### src/rtl/seg_scan_ctrl_pkg.sv
// Shared definitions for the 4-digit multiplexed 7-segment scanner:
// state encoding, active-low segment constants and default tick counts.
package seg_scan_ctrl_pkg;

  typedef enum logic {
    ST_BLANK = 1'b0,
    ST_SHOW  = 1'b1
  } scan_state_t;

  localparam int DEF_SHOW_TICKS  = 4;
  localparam int DEF_BLANK_TICKS = 1;

  localparam logic [6:0] SEG_OFF  = 7'h7F;
  localparam logic [6:0] SEG_DASH = 7'h3F;

  // Active-low {g,f,e,d,c,b,a} patterns for BCD 0..9
  localparam logic [6:0] SEG_TABLE [10] = '{
    7'h40, 7'h79, 7'h24, 7'h30, 7'h19,
    7'h12, 7'h02, 7'h78, 7'h00, 7'h10
  };

endpackage

### src/rtl/seg_scan_ctrl_bcd7seg.sv
// Combinational BCD to active-low 7-segment decoder; non-BCD codes show a dash.
module bcd7seg
  import seg_scan_ctrl_pkg::*;
(
  input  logic [3:0] bcd,
  output logic [6:0] seg
);

  always_comb begin
    seg = SEG_DASH;
    if (bcd <= 4'd9) seg = SEG_TABLE[bcd];
  end

endmodule

### src/rtl/seg_scan_ctrl.sv
// Tick-paced 4-digit display scanner with blank guard time between digits and
// a frame buffer that only reloads at frame boundaries (req/ack handshake).
module seg_scan_ctrl
  import seg_scan_ctrl_pkg::*;
#(
  parameter int SHOW_TICKS  = DEF_SHOW_TICKS,
  parameter int BLANK_TICKS = DEF_BLANK_TICKS
) (
  input  logic        mclk,
  input  logic        reset,
  input  logic        tick,
  input  logic        en,
  input  logic        lzb,
  input  logic [15:0] digits,
  input  logic        upd_req,
  output logic        upd_ack,
  output logic [3:0]  an,
  output logic [6:0]  seg,
  output logic        frame_done
);

  localparam logic [3:0] SHOW_LAST  = 4'(SHOW_TICKS);
  localparam logic [3:0] BLANK_LAST = 4'(BLANK_TICKS);

  scan_state_t state, state_n;
  logic [1:0]  idx, idx_n;
  logic [3:0]  tcnt, tcnt_n;
  logic [15:0] fbuf, fbuf_n;
  logic        armed, armed_n;
  logic        boundary;
  logic        load;
  logic        z1, z2, z3, dark;
  logic [3:0]  dig;
  logic [6:0]  dec_seg;
  logic [3:0]  an_n;
  logic [6:0]  seg_n;

  bcd7seg u_dec (
    .bcd (dig),
    .seg (dec_seg)
  );

  always_comb begin
    state_n  = state;
    idx_n    = idx;
    tcnt_n   = tcnt;
    boundary = 1'b0;
    if (!en) begin
      state_n = ST_BLANK;
      idx_n   = 2'd0;
      tcnt_n  = 4'd0;
    end else if (tick) begin
      tcnt_n = tcnt + 4'd1;
      case (state)
        ST_BLANK: begin
          if (tcnt_n == BLANK_LAST) begin
            state_n = ST_SHOW;
            tcnt_n  = 4'd0;
          end
        end
        ST_SHOW: begin
          if (tcnt_n == SHOW_LAST) begin
            state_n  = ST_BLANK;
            tcnt_n   = 4'd0;
            idx_n    = idx + 2'd1;
            boundary = (idx == 2'd3);
          end
        end
        default: ;
      endcase
    end
  end

  // The cycle in which frame_done is high is the only window for loading;
  // armed blocks a second load until upd_req has been seen low.
  always_comb begin
    load    = en && frame_done && upd_req && armed;
    fbuf_n  = load ? digits : fbuf;
    armed_n = armed;
    if (load)
      armed_n = 1'b0;
    else if (!upd_req)
      armed_n = 1'b1;
  end

  always_comb begin
    z3 = (fbuf_n[15:12] == 4'd0);
    z2 = z3 && (fbuf_n[11:8] == 4'd0);
    z1 = z2 && (fbuf_n[7:4] == 4'd0);
    dig  = fbuf_n[3:0];
    dark = 1'b0;
    case (idx_n)
      2'd0: dig = fbuf_n[3:0];
      2'd1: begin dig = fbuf_n[7:4];   dark = lzb && z1; end
      2'd2: begin dig = fbuf_n[11:8];  dark = lzb && z2; end
      2'd3: begin dig = fbuf_n[15:12]; dark = lzb && z3; end
      default: ;
    endcase
    an_n  = 4'hF;
    seg_n = SEG_OFF;
    if (state_n == ST_SHOW) begin
      an_n[idx_n] = 1'b0;
      seg_n       = dark ? SEG_OFF : dec_seg;
    end
  end

  // Outputs are registered from next-state values so they track the FSM
  // without a combinational path from the inputs.
  always_ff @(posedge mclk) begin
    if (reset) begin
      state      <= ST_BLANK;
      idx        <= 2'd0;
      tcnt       <= 4'd0;
      fbuf       <= 16'h0000;
      armed      <= 1'b1;
      an         <= 4'hF;
      seg        <= SEG_OFF;
      upd_ack    <= 1'b0;
      frame_done <= 1'b0;
    end else begin
      state      <= state_n;
      idx        <= idx_n;
      tcnt       <= tcnt_n;
      fbuf       <= fbuf_n;
      armed      <= armed_n;
      an         <= an_n;
      seg        <= seg_n;
      upd_ack    <= load;
      frame_done <= boundary;
    end
  end

endmodule

### config.mk
export PLATFORM = sky130hd
export DESIGN_NAME = seg_scan_ctrl
export DESIGN_NICKNAME = d
export VERILOG_FILES = /design/src/rtl/seg_scan_ctrl_pkg.sv /design/src/rtl/seg_scan_ctrl_bcd7seg.sv /design/src/rtl/seg_scan_ctrl.sv
export SDC_FILE = /design/constraint.sdc
export NUM_CORES = 1
export LEC_CHECK = 0
export CORE_ASPECT_RATIO = 0.75
export CORE_MARGIN = 3
export CORE_UTILIZATION = 40
export DETAILED_ROUTE_END_ITERATION = 8
export PLACE_DENSITY = 0.66
export SETUP_SLACK_MARGIN = 0.02
export SYNTH_ARGS = -nofsm -noshare
export SYNTH_HDL_FRONTEND = slang
export SYNTH_SLANG_ARGS = --single-unit
### constraint.sdc
create_clock -name mclk -period 3 [get_ports mclk]
set_input_delay 0.45 -clock mclk [delete_from_list [all_inputs] [get_ports mclk]]
set_output_delay 0.45 -clock mclk [all_outputs]
set_load 0.02 [all_outputs]
Word-level counts from Yosys, hierarchy flattened

Memories as Yosys holds them, arrays and structs flattened.
Cells that the tools add are included.

Bits in registers: 37
Latch bits: 0
Memory bits (writable): 0
Bits in read-only memories: 112
Input bits: 22
Output and inout port bits: 13
Word-level logic and storage cells: 72
Memories kept: 1

Add/subtract/negate cells: 2
Multipliers: 0
Div/mod/pow operators: 0
Order comparisons: 4
Equality and inequality tests: 7
Shift operators: 0
Muxes and demuxes: 22
Bitwise operators: 8
Reductions and logical operators: 18

Memories:

| name            | words | width | rd ports | clocked after memory_dff | write ports | line                        | source |
|---|---|---|---|---|---|---|---|
| (no name shown) | 16    | 7     | 1        | 0                        | 0           | seg_scan_ctrl_bcd7seg.sv:11 | `if (bcd <= 4'd9) seg = SEG_TABLE[bcd];` |

Operator list:

| kind                | count |
|---|---|
| $mux 7              | 3 |
| $mux 16             | 1 |
| $pmux 4 s4          | 1 |
| $logic_not 4->1     | 3 |
| $logic_and 1x1->1   | 9 |
| $mux 2              | 4 |
| $mux 4              | 2 |
| $pmux 4 s2          | 1 |
| $mux 1              | 7 |
| $eq 2x2->1 const B  | 3 |
| $not 1->1           | 6 |
| $ge 5x5->1 const B  | 1 |
| $not 4->5           | 1 |
| $reduce_or 5->1     | 1 |
| $add 4x1->4 const B | 1 |
| $eq 4x1->1 const B  | 1 |
| $eq 4x3->1 const B  | 1 |
| $le 4x4->1 const B  | 1 |
| $not 4->4           | 1 |
| $reduce_or 2->1     | 2 |
| $reduce_or 4->1     | 1 |
| $lt 2x3->1 const B  | 1 |
| $pmux 1 s3          | 1 |
| $reduce_or 3->1     | 1 |
| 7 further kinds     | 7 |

Longest topological paths before layout

Word-level depth: 13
Depth in mapped cells: 15
Gate-level depth less buffers: 14

Hierarchy

A second synthesis with hierarchy kept.

Cells, all modules: 211
Area, all modules: 1924.3 um^2

Modules (own cells, without submodules):

| module        | times used | cells an instance | area an instance (um^2) | sequential area each (um^2) |
|---|---|---|---|---|
| seg_scan_ctrl | 1          | 186               | 1705.4                  | 740.7 |
| bcd7seg       | 1          | 25                | 219.0                   | 0.0 |

Worst setup path after synthesis

OpenSTA, ideal clock, no wires.

Path kind: reg2reg
Start point: register tcnt[0]
End point: register seg[4]
Setup time: 0.087 ns
Data arrival time: 3.152 ns
Data required time: 2.913 ns
Slack: -0.239 ns
Cell stages (with the launch flop): 16
Path buffers: 2
Clock period less this slack: 3.239 ns
Path through: dfxtp_1 ha_1 nand2_2 nor3_4 mux2i_1 buf_2 clkbuf_1 mux2i_1 inv_1 ha_1 or2_2 o21ai_0 mux2i_1 nand2_1 nor2_1 o31ai_1

Word-level cells in the longest chain between the ends: 12
Elaborated cells between the ends (all ways): 26
Classes of those cells: add/sub: 1; order compare: 1; eq/ne: 5; mux: 13; bitwise: 3; reduce/logical: 2; memory: 1

Ends and longest elaborated chain:

| element                                    | line                        | source |
|---|---|---|
| start: declaration                         | seg_scan_ctrl.sv:27         | `logic [3:0] tcnt, tcnt_n;` |
| start signal: assignment                   | seg_scan_ctrl.sv:123        | `tcnt <= tcnt_n;` |
| $add 4x1->4 (*)                            | seg_scan_ctrl.sv:53         | `tcnt_n = tcnt + 4'd1;` |
| $eq 4x3->1                                 | seg_scan_ctrl.sv:62         | `if (tcnt_n == SHOW_LAST) begin` |
| $mux 2                                     | seg_scan_ctrl.sv:62         |  |
| $mux 2                                     | seg_scan_ctrl.sv:54         | `case (state)` |
| $mux 2                                     | seg_scan_ctrl.sv:52         | `end else if (tick) begin` |
| $mux 2                                     | seg_scan_ctrl.sv:48         | `if (!en) begin` |
| $eq 2x2->1 (tied with other cells)         | seg_scan_ctrl.sv:92         | `case (idx_n)` |
| $pmux 4 s4                                 | seg_scan_ctrl.sv:92         |  |
| $not 4->5 (not written as such)            | seg_scan_ctrl_bcd7seg.sv:11 |  |
| $mem_v2 16x7                               | -                           |  |
| $mux 7 (not written as such) (2 in series) | seg_scan_ctrl_bcd7seg.sv:11 |  |
| end signal: assignment                     | seg_scan_ctrl.sv:127        | `seg <= seg_n;` |
| end: declaration                           | seg_scan_ctrl.sv:18         | `output logic [6:0] seg,` |

Every way passes the cells marked *; elsewhere a longest branch is shown, timed or not. The select of a mux whose other input is x is not followed.
A chain may end at the register's enable or synchronous reset.

Final worst setup path

Start point: input port en
End point: register seg[4]

Word-level cells in the longest chain between the ends: 10
Elaborated cells between the ends (all ways): 28
Classes of those cells: order compare: 1; eq/ne: 3; mux: 7; bitwise: 3; reduce/logical: 13; memory: 1

Ends and longest elaborated chain:

| element                                                               | line                | source |
|---|---|---|
| start: declaration                                                    | seg_scan_ctrl.sv:12 | `input logic en,` |
| parallel branches: the longest is 10 deep, another holds $mem_v2 16x7 | -                   |  |

Several ways; the timed one is not identified. The select of a mux whose other input is x is not followed.

==> results.json <==
{
  "finish.net_count": 315,
  "synth.distinct_cells": 47,
  "yosys.area.top_type": "dfxtp_1",
  "cp_data_arrival_time_ps": 3040,
  "synth-compound-area-share": 0.1232,
  "ant_nets": 0,
  "hold_end": "armed$_SDFFE_PP1P_",
  "cts_tree": "built",
  "hold_start": "armed$_SDFFE_PP1P_",
  "syn_inst": 212,
  "globalplace.congestion": 0.8386,
  "power_frac_clock": 0.441,
  "via_per_inst": 4.983,
  "wl_per_cell_um": 14.47,
  "clock-skew-final_ps": 4.623,
  "tightest_slew_ps": 674.4,
  "areaGrowthSynthToFinish_pct": 45.21,
  "clkTransAtPathRegs_ps": 70,
  "vias": 1709,
  "ioPinCount": 35,
  "fp.dieW_um": 86.82,
  "muxShareOfSynthArea": 0.1801,
  "clk_path_buf_depth": 2,
  "power_density_nw_per_um2": 358.8,
  "synth.area.top_cells": "dfxtp_1, mux2i_1, nor2_1",
  "use_met3": 0.03585,
  "p_total_mw": 1.021,
  "async_flop_share": 0,
  "wl_um": 4963,
  "yosysMostFrequentCell": "dfxtp_1",
  "p_seq_frac": 0.488,
  "drt_pre_antenna_iters": 4,
  "seq_area_um2": 740.7,
  "cts.sinks": 37,
  "setup_viol": 0,
  "yosys.area_share.simple": 0.2133,
  "portBuffers": 34,
  "switchingPower_uw": 214.0,
  "fmax_mhz": 347.6,
  "reg2regPathDepth": 14,
  "htree_levels": 2,
  "synth_edf_count": 0,
  "timing.rr.start": "tcnt[0]$_SDFFE_PP0P_",
  "hold_slack_ps": 513.2,
  "critPathMaxFanout": 8,
  "synth-seq-cells": 37,
  "p_comb_frac": 0.071,
  "core.rowCount": 21,
  "synth_top_area_frac": 0.3780,
  "start_util": 0.4261,
  "core_region_area_um2": 4598,
  "fin_crit_ps": 2877,
  "grt_util_all_layers": 0.1789,
  "synth_warnings": 0,
  "p_int_uw": 807.0,
  "grt_pass1_wl_um": 8066,
  "place_hpwl_um": 3674,
  "startpoint_type": "input pin",
  "antenna_cells": 0,
  "grt_max_degree": 21,
  "hold_viol": 0,
  "numCtsBuffers": 5,
  "power.leakage_nw": 1.248,
  "synth_xor_area_frac": 0.008940,
  "grt_pass1_vias": 1666,
  "slew_headroom": 0.5457,
  "layout-drive-gt1-share": 0.2587,
  "multi_input_area_um2": 1205,
  "fin_setup_tns_ps": 0,
  "min_period_over_period": 0.9590,
  "yosysSeqAreaShare": 0.3780,
  "antenna_found_initial": 0,
  "hold_path_depth": 2,
  "grtUsageMet2": 0.2623,
  "maxCapViolations": 0,
  "overflow": 0,
  "slew_viol_final": 0,
  "syn_area_um2": 1959,
  "grt_util_met1": 0.2549,
  "crit_type": "in2reg",
  "r2r_slack_ps": 170,
  "rr_endpoint": "seg[4]$_SDFF_PP1_",
  "synth_flop_cell": "dfxtp_1",
  "fillers": 408,
  "cts_root_buffer": "clkbuf_8",
  "min_path_type": "reg2reg",
  "synth_top_family_by_area": "simple AND/OR/NAND/NOR gates",
  "yosys-top-cells-count": "dfxtp_1, nor2_1, mux2i_1",
  "die_h_um": 66.61,
  "outcome": "finished, final reports clean",
  "peakVddDrop_v": 0.0002620,
  "avgSynthCellArea_um2": 9.242,
  "dr.first_iter.drc_count": 140,
  "clk-insertion-delay-late_ps": 290,
  "synth_nets": 242,
  "worstSetupEndpointType": "register",
  "grt_busiest_layer": "met2",
  "ctsHoldBuffers": 0,
  "dieArea_um2": 5783,
  "switching_share": 0.2096,
  "synth_fa_ha_area_frac": 0.05109,
  "cp.required_ps": 3170,
  "drc_errors": 0
}
[sequential cells by signal, summed over array words and instances (netlist names), 2 cells and up]
signal and flops:
an 4, tcnt 4, fbuf 16, idx 2, seg 7
[how the worst max path moves through the flow]
stage                         start           endpoint  slack, ps  cells past startpoint
5_1_grt        tcnt[0]$_SDFFE_PP0P_  seg[4]$_SDFF_PP1_        -40                     14
2_1_floorplan  tcnt[0]$_SDFFE_PP0P_  seg[4]$_SDFF_PP1_         20                     15
6_report                         en  seg[4]$_SDFF_PP1_        120                     11
3_3_place_gp                   tick  seg[4]$_SDFF_PP1_       -170                     13
3_5_place_dp                   tick  seg[4]$_SDFF_PP1_       -380                     13
4_1_cts                        tick  seg[4]$_SDFF_PP1_         30                     12
[cell usage in the layout (no fill, tap or decap), types with 3 or more instances in the layout]
| master | instances |
|---|---|
| nand2_1 | 13 |
| clkbuf_8 | 6 |
| ha_1 | 5 |
| o21ai_0 | 4 |
| mux2i_4 | 4 |
| nor2_1 | 32 |
| mux2i_2 | 4 |
| a21oi_1 | 6 |
| buf_4 | 39 |
| nor4_1 | 3 |
| nand2b_1 | 3 |
| o21ai_1 | 4 |
| dfxtp_1 | 37 |
| mux2i_1 | 23 |
| clkdlybuf4s50_1 | 33 |
| nor3_1 | 3 |
| inv_1 | 10 |
| nand3_1 | 4 |
| nor3b_1 | 4 |
[cell type report]
class                   count  share of cell area
repair buffers             75              0.2344
well taps                  57             0.02507
flip-flops and latches     37              0.2603
clock buffers               6             0.02902
multi-input cells         155              0.4235
inverters                  11             0.01451
clock inverters             2             0.01319
[through the flow]
step / instance area, um^2 / std cells / setup slack, ps / util
2_1_floorplan: 1986 / 212 / 23.47 / -
3_3_place_gp: 2606 / 329 / -173.1 / 0.5668
3_5_place_dp: 2606 / 329 / -378.0 / 0.5668
4_1_cts: 2769 / 340 / 26.66 / 0.6022
5_1_grt: 2845 / 343 / -40.16 / 0.6188
6_report: 2845 / 343 / 122.9 / 0.6188
[critical path, stage by stage]
cell and delay (ps):
clkdlybuf4s50_1 520, nand4_4 220, buf_4 230, mux2i_1 270, mux2i_1 160, mux2i_2 260, ha_2 240, buf_4 120
nor2_1 70, a2111oi_2 360, o31ai_1 130
[power by group through the flow]
| stage | Clock (mW) | Sequential, mW | Combinational (mW) |
|---|---|---|---|
| CTS | 0.461 | 0.498 | 0.0717 |
| finish | 0.450 | 0.498 | 0.0720 |
| detailed placement | 0 | 0.510 | 0.0714 |
| global placement | 0 | 0.510 | 0.0711 |
| global route | 0.473 | 0.499 | 0.0772 |
| floorplan | 0 | 0.516 | 0.0175 |
[cells by family after synthesis]
group / after synthesis
AOI/OAI and AO/OA: 32
xor gates and xnor gates: 2
adders and majority gates: 8
buffers and inverters: 20
DFF: 37
muxes: 33
and+or+nand+nor: 80
[what timing repair did]
| item | CTS | global route |
|---|---|---|
| resized for setup | 7 | 10 |
| setup endpoints to repair | 1 | 5 |
| buffers inserted | 3 | 3 |
| pin swaps | 2 | 4 |
[layer usage]
metal | wire length, um | up-vias
met5 | 0 | -
met4 | 73 | 0
met3 | 218 | 7
met2 | 2153 | 43
met1 | 2517 | 766
li1 | - | 893
No activity file was read; power rests on OpenSTA's default activity.
==> variant 1: new RTL, same settings <==
Make the reset (`reset`) asynchronous in one clocked block.
--- a/src/rtl/seg_scan_ctrl.sv
+++ b/src/rtl/seg_scan_ctrl.sv
@@ -107,5 +107,5 @@
   // Outputs are registered from next-state values so they track the FSM
   // without a combinational path from the inputs.
-  always_ff @(posedge mclk) begin
+  always_ff @(posedge mclk or posedge reset) begin
     if (reset) begin
       state      <= ST_BLANK;
Formal check against the unedited RTL: differs if reset is asserted again (counterexample within 4 cycles, from zero or initial values and one cycle with reset high); with reset held inactive, the same outputs for 10 cycles.
==> variant 1 against the unedited design <==
Maximum frequency shrank 0.71%; sequential share of layout area is 6.3 points higher; final area rose by 2.4%; clock skew rose by 0.0051 ns; wire length is 2.3% lower; worst setup slack worse by 0.020 ns; power up 0.26%; sequential cell count did not move; via count shrank 0.70%; die area is 4.5% higher; synthesized area grew 4.9%.
==> variant 1: results (changes against the unedited design) <==
stage,metric,value,unit,change
synth,synthesized instance count,194,,-8.5%
cells_and_area,Layout non-clock buf frac,22.55,%,-0.89 points
synth,synth cell count leaders,"25 x dfrtp_1, 19 x inv_1, 19 x nand2_1",,
global_routing,met2 usage,25.46,%,-0.77 points
synth,ys async rst share,100.0,%,+100 points
cells_and_area,comb_multi_in,132,,-15%
placement,placed instance count,319,,-3.0%
cells_and_area,layout cells sized above 1,31.99,%,+6.1 points
synth,Main synth FF type,dfrtp_1,,
global_routing,largest net degree at the start of global routing,38,,+81%
worst_hold_path,WHS Endpoint,armed$_DFFE_PP1P_,,
critical_path,R2R Path End,seg[3]$_DFF_PP1_,,
critical_path,CP Max Fanout,7,,-1
drt,DR iter-0 viols,63,,-55%
pwr,LEAKAGE,1.518,nW,+22%
sta,clk_skew,0.009691,ns,+0.005068 ns
critical_path,worst reg2reg path depth,10,,-4
synth,Mapped Nets,225,,-7.0%
synth,Adder-Cell Fraction of Synth Area,5.478,%,+0.37 points
drt,vias post-DR,1697,,-0.70%
global_routing,grt met3 use,4.452,%,+0.87 points
cells_and_area,area of the multi-input gates,1067,sq um,-11%
synth,Synth Area in Compound Gates,18.32,%,+6.0 points
critical_path,Critical Path Start,upd_req,,
pwr,pwr/cell area,351.4,nW/um^2,-2.1%
pwr,Sw Ratio,22.68,%,+1.7 points
worst_hold_path,startpoint of the worst hold path,armed$_DFFE_PP1P_,,
synth,register area share after synthesis,45.77,%,+8.0 points
pwr,Power Clock,0.376,mW,-16%
cells_and_area,FF/Latch Area,940.9,sq um,+27%
drt,Metal-1 WL,2.477,mm,-1.6%
global_routing,first-pass GRT wire length,7.941,mm,-1.5%
synth,multiplexer area fraction after synthesis,9.556,%,-8.5 points
placement,dpl cell area,2735,sq um,+4.9%
placement,Setup WS pre-CTS,-0.1809,ns,+0.1972 ns
sta,hold_ws,0.4858,ns,-0.02738 ns
critical_path,Arrival @ worst endpoint,3.11,ns,+0.07 ns
cells_and_area,invs w/o clock,20,,+9
run_status,outcome,"finished, final reports clean",,
pwr,Peak VDD IR,0.2563,mV,-2.2%
placement,RePlAce Congestion,0.8463,,+0.92%
cts,post-cts gate resize count,0,,-7
[variant 1: cell types whose count changed after synthesis, moves of 3 or more]
| cell | unedited run | this run |
|---|---|---|
| nand2_1 | 13 | 19 |
| nor3b_1 | 4 | 0 |
| nand2b_1 | 3 | 0 |
| nor2_1 | 32 | 12 |
| dfrtp_1 | 0 | 25 |
| dfxtp_1 | 37 | 0 |
| mux2_2 | 1 | 5 |
| a221oi_1 | 1 | 4 |
| dfstp_2 | 0 | 12 |
| a21o_1 | 0 | 4 |
| mux2i_1 | 28 | 11 |
| inv_1 | 11 | 19 |
| o22ai_1 | 0 | 3 |
[variant 1: cell families after synthesis]
family	Yosys count
buf+inv	25
simple gates	59
flops	37
xor+xnor	1
mux	18
fa+ha+maj	9
compound gates	45
[variant 1: through the flow]
step	power (mW)	util [%]
after floorplan	0.5880	-
after global placement	0.6555	58.15
after detailed placement	0.6555	58.15
after CTS	1.035	60.31
after global routing	1.077	61.93
final	1.024	61.93
==> variant 2: new RTL, same settings <==
Without the edit above. Put one more register stage on the output `an`, cleared by the reset. The value now appears one clock later. The other outputs are not delayed to match.
--- a/src/rtl/seg_scan_ctrl.sv
+++ b/src/rtl/seg_scan_ctrl.sv
@@ -22,4 +22,6 @@
   localparam logic [3:0] SHOW_LAST  = 4'(SHOW_TICKS);
   localparam logic [3:0] BLANK_LAST = 4'(BLANK_TICKS);
+
+  logic [3:0] an_s0;
 
   scan_state_t state, state_n;
@@ -114,5 +116,5 @@
       fbuf       <= 16'h0000;
       armed      <= 1'b1;
-      an         <= 4'hF;
+      an_s0      <= 4'hF;
       seg        <= SEG_OFF;
       upd_ack    <= 1'b0;
@@ -124,5 +126,5 @@
       fbuf       <= fbuf_n;
       armed      <= armed_n;
-      an         <= an_n;
+      an_s0      <= an_n;
       seg        <= seg_n;
       upd_ack    <= load;
@@ -131,4 +133,12 @@
   end
 
+  always_ff @(posedge mclk) begin
+    if (reset) begin
+      an <= '0;
+    end else begin
+      an <= an_s0;
+    end
+  end
+
 endmodule
 
Check against the original RTL: not equivalent (Yosys sat finds a counterexample within 4 cycles, from zero or initial values and one cycle with reset high).
==> variant 2 against the unedited design <==
Clock skew rose by 0.0055 ns; power rose by 6.6%; final area fell by 9.4%; critical endpoint is now seg[2]$_SDFF_PP1_; sequential cell count rose by 4; first-iteration DRC count fell by 25%; combinational power rose by 15%; die area rose by 3.0%; worst setup slack improved by 0.14 ns; largest power group unchanged; critical path type is now flop to flop; worst hold slack got worse by 0.067 ns; synthesized area rose by 3.3%; wire length fell by 7.7%; clock power barely moved; count of clock-buffer cells in the layout rose by 1; core utilization fell by 6.7 points.
==> variant 2: results (changes against the unedited design) <==
stage,metric,value,unit,change
global_routing,first-pass GRT wire length,7.341,mm,-9.0%
synth,Synth area leaders,"dfxtp_1 41%, mux2i_1 9.9%, nor2_1 5.4%",,
global_routing,global-route usage over all layers,16.22,%,-1.7 points
synth,synth cell count leaders,"41 x dfxtp_1, 29 x nor2_1, 20 x mux2i_1",,
synth,YS warnings,0,,unchanged
pwr,Peak VDD IR,0.2470,mV,-5.7%
sta,clk_skew,0.01007,ns,+0.005450 ns
synth,register area share after synthesis,40.57,%,+2.8 points
drt,Pre-antenna DRT Iters,4,,unchanged
sta,Final Hold Viols,0,,unchanged
placement,dpl cell area,2460,sq um,-5.6%
cts,Clock transition at path regs,0.08,ns,
cts,root buffer cell,clkbuf_8,,
global_routing,largest net degree at the start of global routing,25,,+19%
synth,synth unique cells,51,,+8.5%
worst_hold_path,min-delay worst type,flop to flop,,
cells_and_area,Antenna Cells,0,,unchanged
cells_and_area,largest registers,"fbuf x16, seg x7",,
placement,RePlAce Congestion,0.8170,,-2.6%
cts,Post-CTS Setup Bufs,0,,-3
synth,Main synth FF type,dfxtp_1,,
placement,DPL Wire Length,3.445,mm,-6.2%
critical_path,CP Max Fanout,7,,-1
global_routing,initial antenna violation count,0,,unchanged
cts,CTS buffer count,5,,unchanged
critical_path,Worst path slowest cell,dfxtp_1,,
global_routing,vias in the first global route,1564,,-6.1%
drt,vias post-DR,1667,,-2.5%
placement,placed instance count,305,,-7.3%
synth,ys async rst share,0,%,unchanged
pwr,LEAKAGE,1.113,nW,-11%
drt,wire per inst,14.64,microns,+1.2%
sta,Rel. slew slack,71.43,%,+17 points
cts,clk_lat worst skew,0.29,ns,about the same
cts,# H-tree levels,2,,unchanged
synth,synthesized instance count,213,,+0.47%
placement,I/O Buffers,34,,unchanged
critical_path,CP peak stage delay,0.43,ns,-0.09 ns
cells_and_area,layout cells sized above 1,12.11,%,-14 points
drt,DR iter-0 viols,105,,-25%
run_status,outcome,"finished, final reports clean",,
critical_path,Arrival @ worst endpoint,2.93,ns,-0.11 ns
cts,Clock Path Buffers,2,,unchanged
drt,final wirelength,4.583,mm,-7.7%
placement,Setup WS pre-CTS,0.04084,ns,+0.4189 ns
synth,Mapped Nets,243,,+0.41%
cells_and_area,nets,285,,-9.5%
cells_and_area,Area growth syn-to-layout,27.46,%,
cells_and_area,# fillers,408,,unchanged
==> variant 2: cell count changes in the layout (fill, tap and decap cells not counted), sizes merged, moves of 4 or more <==
cell,delta
buf,-31
a22oi,+4
dfxtp,+4
nor2b,+4
nand3,+7
mux2i,-11
inv,-4
==> variant 2: layout make-up <==
type,instances,area share (%)
flip-flops and latches,41,31.83
well taps,57,2.766
inverters,7,1.019
repair buffers,44,16.59
clock buffers,7,3.348
multi-input cells,156,43.28
clock inverters,1,1.164
==> variant 2: timing repair <==
action / CTS / global route
resized for setup: 0 / 1
hold endpoints to repair: 0 / 0
endpoints found under the setup margin: 0 / 3
==> variant 2: worst paths after layout <==
check                             from                 to  slack (ns)  cells past startpoint
hold / removal     an_s0[2]$_SDFF_PP1_   an[2]$_SDFF_PP0_        0.45                      1
setup / recovery  tcnt[1]$_SDFFE_PP0P_  seg[2]$_SDFF_PP1_        0.26                     10
hold reg to reg    an_s0[2]$_SDFF_PP1_   an[2]$_SDFF_PP0_        0.45                      1
setup reg to reg  tcnt[1]$_SDFFE_PP0P_  seg[2]$_SDFF_PP1_        0.26                     10
==> variant 2: critical path: cells and delay by family (launching register included) <==
kind,cells,cell delay (ns)
flops,1,0.43
simple gates,3,0.69
fa+ha+maj,2,0.54
compound gates,5,0.99
==> variant 2: cells by family (layout without fill, tap and decap cells) <==
family	after synthesis	count (layout)	share of synthesized area, %
AOI/OAI and AO/OA	36	36	14.10
xor gates and xnor gates	2	2	1.794
adders and majority gates	8	8	4.948
buffers and inverters	16	59	4.391
DFF	41	41	40.57
muxes	21	21	10.45
and+or+nand+nor	89	89	23.75
==> variant 2: report_power, final <==
group / internal [mW] / switching, mW / leakage, nW
clock: 0.271 / 0.178 / 0.0585
combinational: 0.0458 / 0.0371 / 0.721
sequential: 0.552 / 0.00350 / 0.334
total: 0.869 / 0.219 / 1.11
==> variant 2: layer usage <==
| layer | part of all wire (%) | up-vias | track usage [%] |
|---|---|---|---|
| met2 | 42 | 51 | 22.74 |
| met1 | 52 | 762 | 23.71 |
| li1 | - | 850 | - |
| met4 | 0.72 | 0 | 4.717 |
| met5 | 0 | - | 0 |
| met3 | 6.1 | 4 | 5.000 |
